`src/rtl/reg_writeback.sv`:
```
// reg_writeback: memory/writeback stage and register-file write side of the
// 3-stage RV32I core. Holds the instruction leaving X, formats its result,
// writes the 32x32 register file, serves two asynchronous read ports,
// flags MW->D forwarding and counts retired instructions.
module reg_writeback (
   input  logic        clk,
   input  logic        rst_n,
   input  logic        stall,
   input  logic        x_valid,
   input  logic [31:0] x_inst,
   input  logic [31:0] x_alu,
   input  logic [31:0] x_pc4,
   input  logic [31:0] x_csr,
   input  logic [31:0] dmem_rdata,
   input  logic [31:0] d_inst,
   input  logic [4:0]  ra1,
   input  logic [4:0]  ra2,
   output logic [31:0] rd1,
   output logic [31:0] rd2,
   output logic        wb_we,
   output logic [4:0]  wb_addr,
   output logic [31:0] wb_val,
   output logic        wb2d_a,
   output logic        wb2d_b,
   output logic [31:0] instret
);

   localparam logic [6:0] OPC_LOAD   = 7'b0000011;
   localparam logic [6:0] OPC_JAL    = 7'b1101111;
   localparam logic [6:0] OPC_JALR   = 7'b1100111;
   localparam logic [6:0] OPC_OP     = 7'b0110011;
   localparam logic [6:0] OPC_OPIMM  = 7'b0010011;
   localparam logic [6:0] OPC_LUI    = 7'b0110111;
   localparam logic [6:0] OPC_AUIPC  = 7'b0010111;
   localparam logic [6:0] OPC_SYSTEM = 7'b1110011;

   // Canonical NOP (addi x0, x0, 0) held in MW after reset.
   localparam logic [31:0] NOP_INST  = 32'h0000_0013;

   typedef enum logic [2:0] {
      SRC_NONE,
      SRC_LOAD,
      SRC_PC4,
      SRC_ALU,
      SRC_CSR
   } wb_src_t;

   // MW pipeline register
   logic        mw_valid_reg;
   logic [31:0] mw_inst_reg;
   logic [31:0] mw_alu_reg;
   logic [31:0] mw_pc4_reg;
   logic [31:0] mw_csr_reg;

   logic [31:0] instret_reg;
   logic [31:0] regs_reg [32];

   wb_src_t     wb_src;
   logic [31:0] load_val;
   logic [7:0]  load_byte;
   logic [15:0] load_half;
   logic [7:0]  rdata_lane [4];

   logic [6:0]  mw_opcode;
   logic [2:0]  mw_funct3;
   logic [1:0]  mw_off;

   assign mw_opcode = mw_inst_reg[6:0];
   assign mw_funct3 = mw_inst_reg[14:12];
   assign mw_off    = mw_alu_reg[1:0];

   // Bits of the instruction words that this stage never looks at.
   logic unused_bits;
   assign unused_bits = &{1'b0, mw_inst_reg[31:15], d_inst[31:25], d_inst[14:0]};

   // Capture the X-stage instruction unless the pipeline is stalled.
   always_ff @(posedge clk or negedge rst_n) begin
      if (!rst_n) begin
         mw_valid_reg <= 1'b0;
         mw_inst_reg  <= NOP_INST;
         mw_alu_reg   <= '0;
         mw_pc4_reg   <= '0;
         mw_csr_reg   <= '0;
      end else if (!stall) begin
         mw_valid_reg <= x_valid;
         mw_inst_reg  <= x_inst;
         mw_alu_reg   <= x_alu;
         mw_pc4_reg   <= x_pc4;
         mw_csr_reg   <= x_csr;
      end
   end

   // Count an instruction once, on the edge that moves it out of MW.
   always_ff @(posedge clk or negedge rst_n) begin
      if (!rst_n) begin
         instret_reg <= '0;
      end else if (!stall && mw_valid_reg) begin
         instret_reg <= instret_reg + 32'd1;
      end
   end

   assign instret = instret_reg;

   // Split the read word into byte lanes for offset selection.
   generate
      for (genvar gi = 0; gi < 4; gi++) begin : g_lane
         assign rdata_lane[gi] = dmem_rdata[gi*8 +: 8];
      end
   endgenerate

   // Pick the writeback source from the MW opcode.
   always_comb begin
      wb_src = SRC_NONE;
      case (mw_opcode)
         OPC_LOAD:                               wb_src = SRC_LOAD;
         OPC_JAL, OPC_JALR:                      wb_src = SRC_PC4;
         OPC_OP, OPC_OPIMM, OPC_LUI, OPC_AUIPC:  wb_src = SRC_ALU;
         OPC_SYSTEM: begin
            // funct3 == 000 is ECALL/EBREAK/xRET: nothing to write.
            if (mw_funct3 != 3'b000) wb_src = SRC_CSR;
         end
         default:                                wb_src = SRC_NONE;
      endcase
   end

   // Align and extend the loaded byte/halfword; reserved sizes load the word.
   always_comb begin
      load_byte = rdata_lane[mw_off];
      load_half = mw_off[1] ? dmem_rdata[31:16] : dmem_rdata[15:0];
      case (mw_funct3)
         3'b000:  load_val = {{24{load_byte[7]}}, load_byte};
         3'b100:  load_val = {24'h0, load_byte};
         3'b001:  load_val = {{16{load_half[15]}}, load_half};
         3'b101:  load_val = {16'h0, load_half};
         default: load_val = dmem_rdata;
      endcase
   end

   // Writeback value, enable and forwarding flags.
   always_comb begin
      case (wb_src)
         SRC_LOAD: wb_val = load_val;
         SRC_PC4:  wb_val = mw_pc4_reg;
         SRC_ALU:  wb_val = mw_alu_reg;
         SRC_CSR:  wb_val = mw_csr_reg;
         default:  wb_val = '0;
      endcase
      wb_addr = mw_inst_reg[11:7];
      wb_we   = mw_valid_reg && (wb_src != SRC_NONE) && (mw_inst_reg[11:7] != 5'd0);
      wb2d_a  = wb_we && (mw_inst_reg[11:7] == d_inst[19:15]);
      wb2d_b  = wb_we && (mw_inst_reg[11:7] == d_inst[24:20]);
   end

   // Register file write port; x0 is never selected because wb_we excludes it.
   always_ff @(posedge clk or negedge rst_n) begin
      if (!rst_n) begin
         for (int i = 0; i < 32; i++) begin
            regs_reg[i] <= '0;
         end
      end else if (wb_we) begin
         regs_reg[wb_addr] <= wb_val;
      end
   end

   // Asynchronous reads without bypass: a register being written reads old
   // data until the edge; decode uses wb2d_* for the new value.
   assign rd1 = (ra1 == 5'd0) ? 32'h0 : regs_reg[ra1];
   assign rd2 = (ra2 == 5'd0) ? 32'h0 : regs_reg[ra2];

endmodule

```
`config.mk`:
```
export PLATFORM = sky130hd
export DESIGN_NAME = reg_writeback
export DESIGN_NICKNAME = d
export VERILOG_FILES = /design/src/rtl/reg_writeback.sv
export SDC_FILE = /design/constraint.sdc
export NUM_CORES = 2
export LEC_CHECK = 0
export CAP_MARGIN = 20
export CORE_MARGIN = 5
export CORE_UTILIZATION = 45
export CTS_CLUSTER_DIAMETER = 40
export DETAILED_ROUTE_END_ITERATION = 12
export HOLD_SLACK_MARGIN = 0.03
export PLACE_DENSITY = 0.65
export SLEW_MARGIN = 20
export SYNTH_ARGS = -nofsm -noshare
export SYNTH_HDL_FRONTEND = slang
export SYNTH_SLANG_ARGS = --single-unit
```
`constraint.sdc`:
```
create_clock -name clk -period 3.5 [get_ports clk]
set_input_delay 0.7 -clock clk [delete_from_list [all_inputs] [get_ports clk]]
set_output_delay 0.7 -clock clk [all_outputs]
set_load 0.005 [all_outputs]
```
==> flow_metrics.env <==
export IMPL_htreeDepth=4
export IMPL_pin_count=342
export IMPL_yosysTopAreaCell="dfrtp_1"
export IMPL_synth_fp_nets=5747
export IMPL_num_vias=54550
export IMPL_rsz0062_at_grt="yes"
export IMPL_period_needed_ns=3.667
export IMPL_first_pass_iters=7
export IMPL_fin_total_pwr_mw=39.28
export IMPL_worstHoldPathCells=0
export IMPL_worstPathRequired_ns=2.80
export IMPL_fin_crit_sh_pct=104.8
export IMPL_cts_root_buffer="clkbuf_16"
export IMPL_io_buffers=302
export IMPL_synthesis_area_sq_mm=0.06202
export IMPL_clock_latency_ns=0.79
export IMPL_grt_max_degree=141
export IMPL_status="finished with violations"
export IMPL_avgSynthCellArea_sq_um=11.19
export IMPL_p_per_area_mw_per_mm2=493.5
export IMPL_drc=0
export IMPL_yosysMostFrequentCell="o21ai_0"
export IMPL_gr_usage_all_layers_pct=33.91
export IMPL_netlist_instances=5540
export IMPL_start_util_pct=45.22
export IMPL_cts_clk_slew_worst_paths_ns=0.05
export IMPL_cp_max_fo=5
export IMPL_wl_per_cell_microns=31.75
export IMPL_ir_worst_vdd_uv=481.5
export IMPL_clockBufferDepth=3
export IMPL_largest_register_ffs=1024
export IMPL_antenna_left=0
export IMPL_fmax_ghz=0.2727
export IMPL_ys_top_cells_by_count="1796 x o21ai_0, 1165 x dfrtp_1, 498 x clkbuf_1"
export IMPL_place_hpwl_microns=159600
export IMPL_synth_edf_count=0
export IMPL_worst_slack_ns=-0.1669
export IMPL_overflow=0
export IMPL_final_setup_skew_ns=0.02917
export IMPL_rrSetupSlack_ns=0.15
export IMPL_place_gp_congestion=0.9614
export IMPL_cts_buffers_inserted=157
export IMPL_synth_cell_types=70
export IMPL_fp_dieW_microns=381.2
export IMPL_synth_area_leaders="dfrtp_1 47%, o21ai_0 14%, mux4_2 14%, mux2i_1 6.3%, mux2_2 3.3%"
export IMPL_yosys_warnings=0
export IMPL_worstSetupPathType="reg2out"
export IMPL_areaGrowthSynthToFinish_pct=28.36
export IMPL_drv_slew=0
export IMPL_grt_pass1_vias=54910
export IMPL_drive_above_1_share_pct=30.53
export IMPL_violations="negative setup slack"
export IMPL_relSlewSlack_pct=45.52
export IMPL_rows=136
export IMPL_hold_path_class="reg2reg"
export IMPL_tightest_slew_ns=0.8171
export IMPL_setup_viol=33
export IMPL_drv_cap=0
export IMPL_coreArea_sq_mm=0.1372
export IMPL_fp_dieH_microns=381.2
export IMPL_synth_flop_cell="dfrtp_1"
export IMPL_drt_iter0_drc=7578
export IMPL_nets=6206
export IMPL_wl_microns=251600
export IMPL_antenna_found_initial=9
export IMPL_numClockSinks=1168
export IMPL_reg2regPathDepth=10
export IMPL_async_flop_share_pct=100.0
export IMPL_setup_tns_ns=-2.311
export IMPL_hold_viol=0
export IMPL_cts_tree="done"
export IMPL_dieArea_sq_mm=0.1453
export IMPL_crit_path_end_kind="output pin"
export IMPL_arrival_ns=2.97
export IMPL_critPathLaunchType="register"
export IMPL_p_leak_nw=29.18
export IMPL_yosysSeqAreaShare_pct=47.14
export IMPL_vias_per_cell=6.884
export IMPL_ys_ff_latch=1168
export IMPL_grt_pass1_wl_microns=368200
export IMPL_final_fill_count=10980
export IMPL_synth_top_cell_area_share_pct=47.01
## what timing repair did
item                       in CTS  in global routing
hold buffers                    1                  0
setup buffers                  94                 18
setup endpoints to repair      99                 61
hold endpoints to repair       41                  0
pin swaps                      91                 50
cloned                         13                  0
gates resized for setup       642                 89
## logic make-up (layout without fill, tap and decap cells)
logic type,Yosys count,in the layout,synth area share [%]
AOI/OAI and AO/OA,2256,2256,20.46
xor gates and xnor gates,41,41,0.5790
adders and majority gates,1,1,0.02017
buffers and inverters,747,1334,5.163
DFF,1168,1168,47.14
muxes,960,960,23.54
other,0,1,0
and+or+nand+nor,367,369,3.105
## metal layers
layer  up-vias  GRT usage [%]  routed length, microns
li1      21960              -                       -
met1     27550          42.59                   89480
met2      4065          49.31                  108500
met3       960          12.17                   33810
met4         8          22.71                   19710
met5         -              0                      50
## metrics by stage
stage	cells	util [%]	hold slack, ns	area [sq um]	setup slack, ns
CTS	7912	57.78	0.3779	79240	-0.2044
finish	7924	58.04	0.3743	79600	-0.1669
global route	7923	58.04	0.3902	79600	-0.2015
global placement	7519	51.46	0.3604	70570	-1.152
detailed placement	7519	51.46	0.3664	70580	-0.8500
floorplan	5540	-	0.4044	62020	0.4503
## final cells by class
cell class / count / area [sq um] / share of cell area [%]
clock buffers: 194 / 4367 / 5.486
well taps: 1794 / 2245 / 2.820
flip-flops and latches: 1168 / 29240 / 36.73
diodes: 1 / 2.502 / 0.003144
multi-input cells: 3627 / 31640 / 39.75
clock inverters: 95 / 1220 / 1.533
repair buffers: 989 / 10560 / 13.26
inverters: 56 / 336.6 / 0.4228
## where the power goes
part           internal [mW]  switching, mW
Combinational           3.05           3.41
Sequential              14.7          0.969
Clock                   10.6           6.58
Total                   28.3           11.0
## worst paths after layout
| check | startpoint | endpoint |
|---|---|---|
| min in group asynchronous | rst_n | mw_alu_reg[25] |
| max | mw_inst_reg[4] | wb_val[16] |
| min reg2reg | regs_reg[1014] | regs_reg[1014] |
| max reg2reg | mw_inst_reg[4] | regs_reg[154] |
| min | regs_reg[1014] | regs_reg[1014] |
| max in group asynchronous | rst_n | regs_reg[826] |
## critical path, cell delays in order, from the launching register on
cell and delay, ns:
dfstp_2 0.64, buf_6 0.15, nand2b_4 0.07, or3_4 0.46, buf_6 0.16, o221ai_4 0.21
a221oi_4 0.06, buf_12 0.16, clkinvlp_4 0.14, buf_6 0.11
## placed cells by master, fill, tap and decap left out, drive strengths merged, types with 7 or more instances in the layout
cell / netlist / routed
a2111oi: 51 / 51
a211oi: 9 / 9
a21oi: 36 / 36
a221oi: 32 / 32
a22o: 9 / 9
a22oi: 133 / 133
a31oi: 33 / 33
and2: 9 / 9
and3: 20 / 20
and4: 8 / 8
buf: 189 / 734
bufinv: 0 / 22
clkbuf: 502 / 200
clkdlybuf4s50: 0 / 193
clkinv: 0 / 31
clkinvlp: 0 / 25
dfrtp: 1165 / 1165
dlygate4sd2: 0 / 38
dlymetal6s2s: 0 / 7
inv: 56 / 73
mux2: 192 / 192
mux2i: 390 / 390
mux4: 378 / 378
nand2: 75 / 75
nand3: 114 / 114
nor2: 36 / 36
nor2b: 18 / 19
nor3: 40 / 40
o211a: 52 / 52
o211ai: 8 / 8
o21ai: 1800 / 1800
o221ai: 14 / 14
o22ai: 61 / 61
or3: 8 / 9
xnor2: 29 / 29
xor2: 12 / 12
Power figures use the tool's default switching activity.
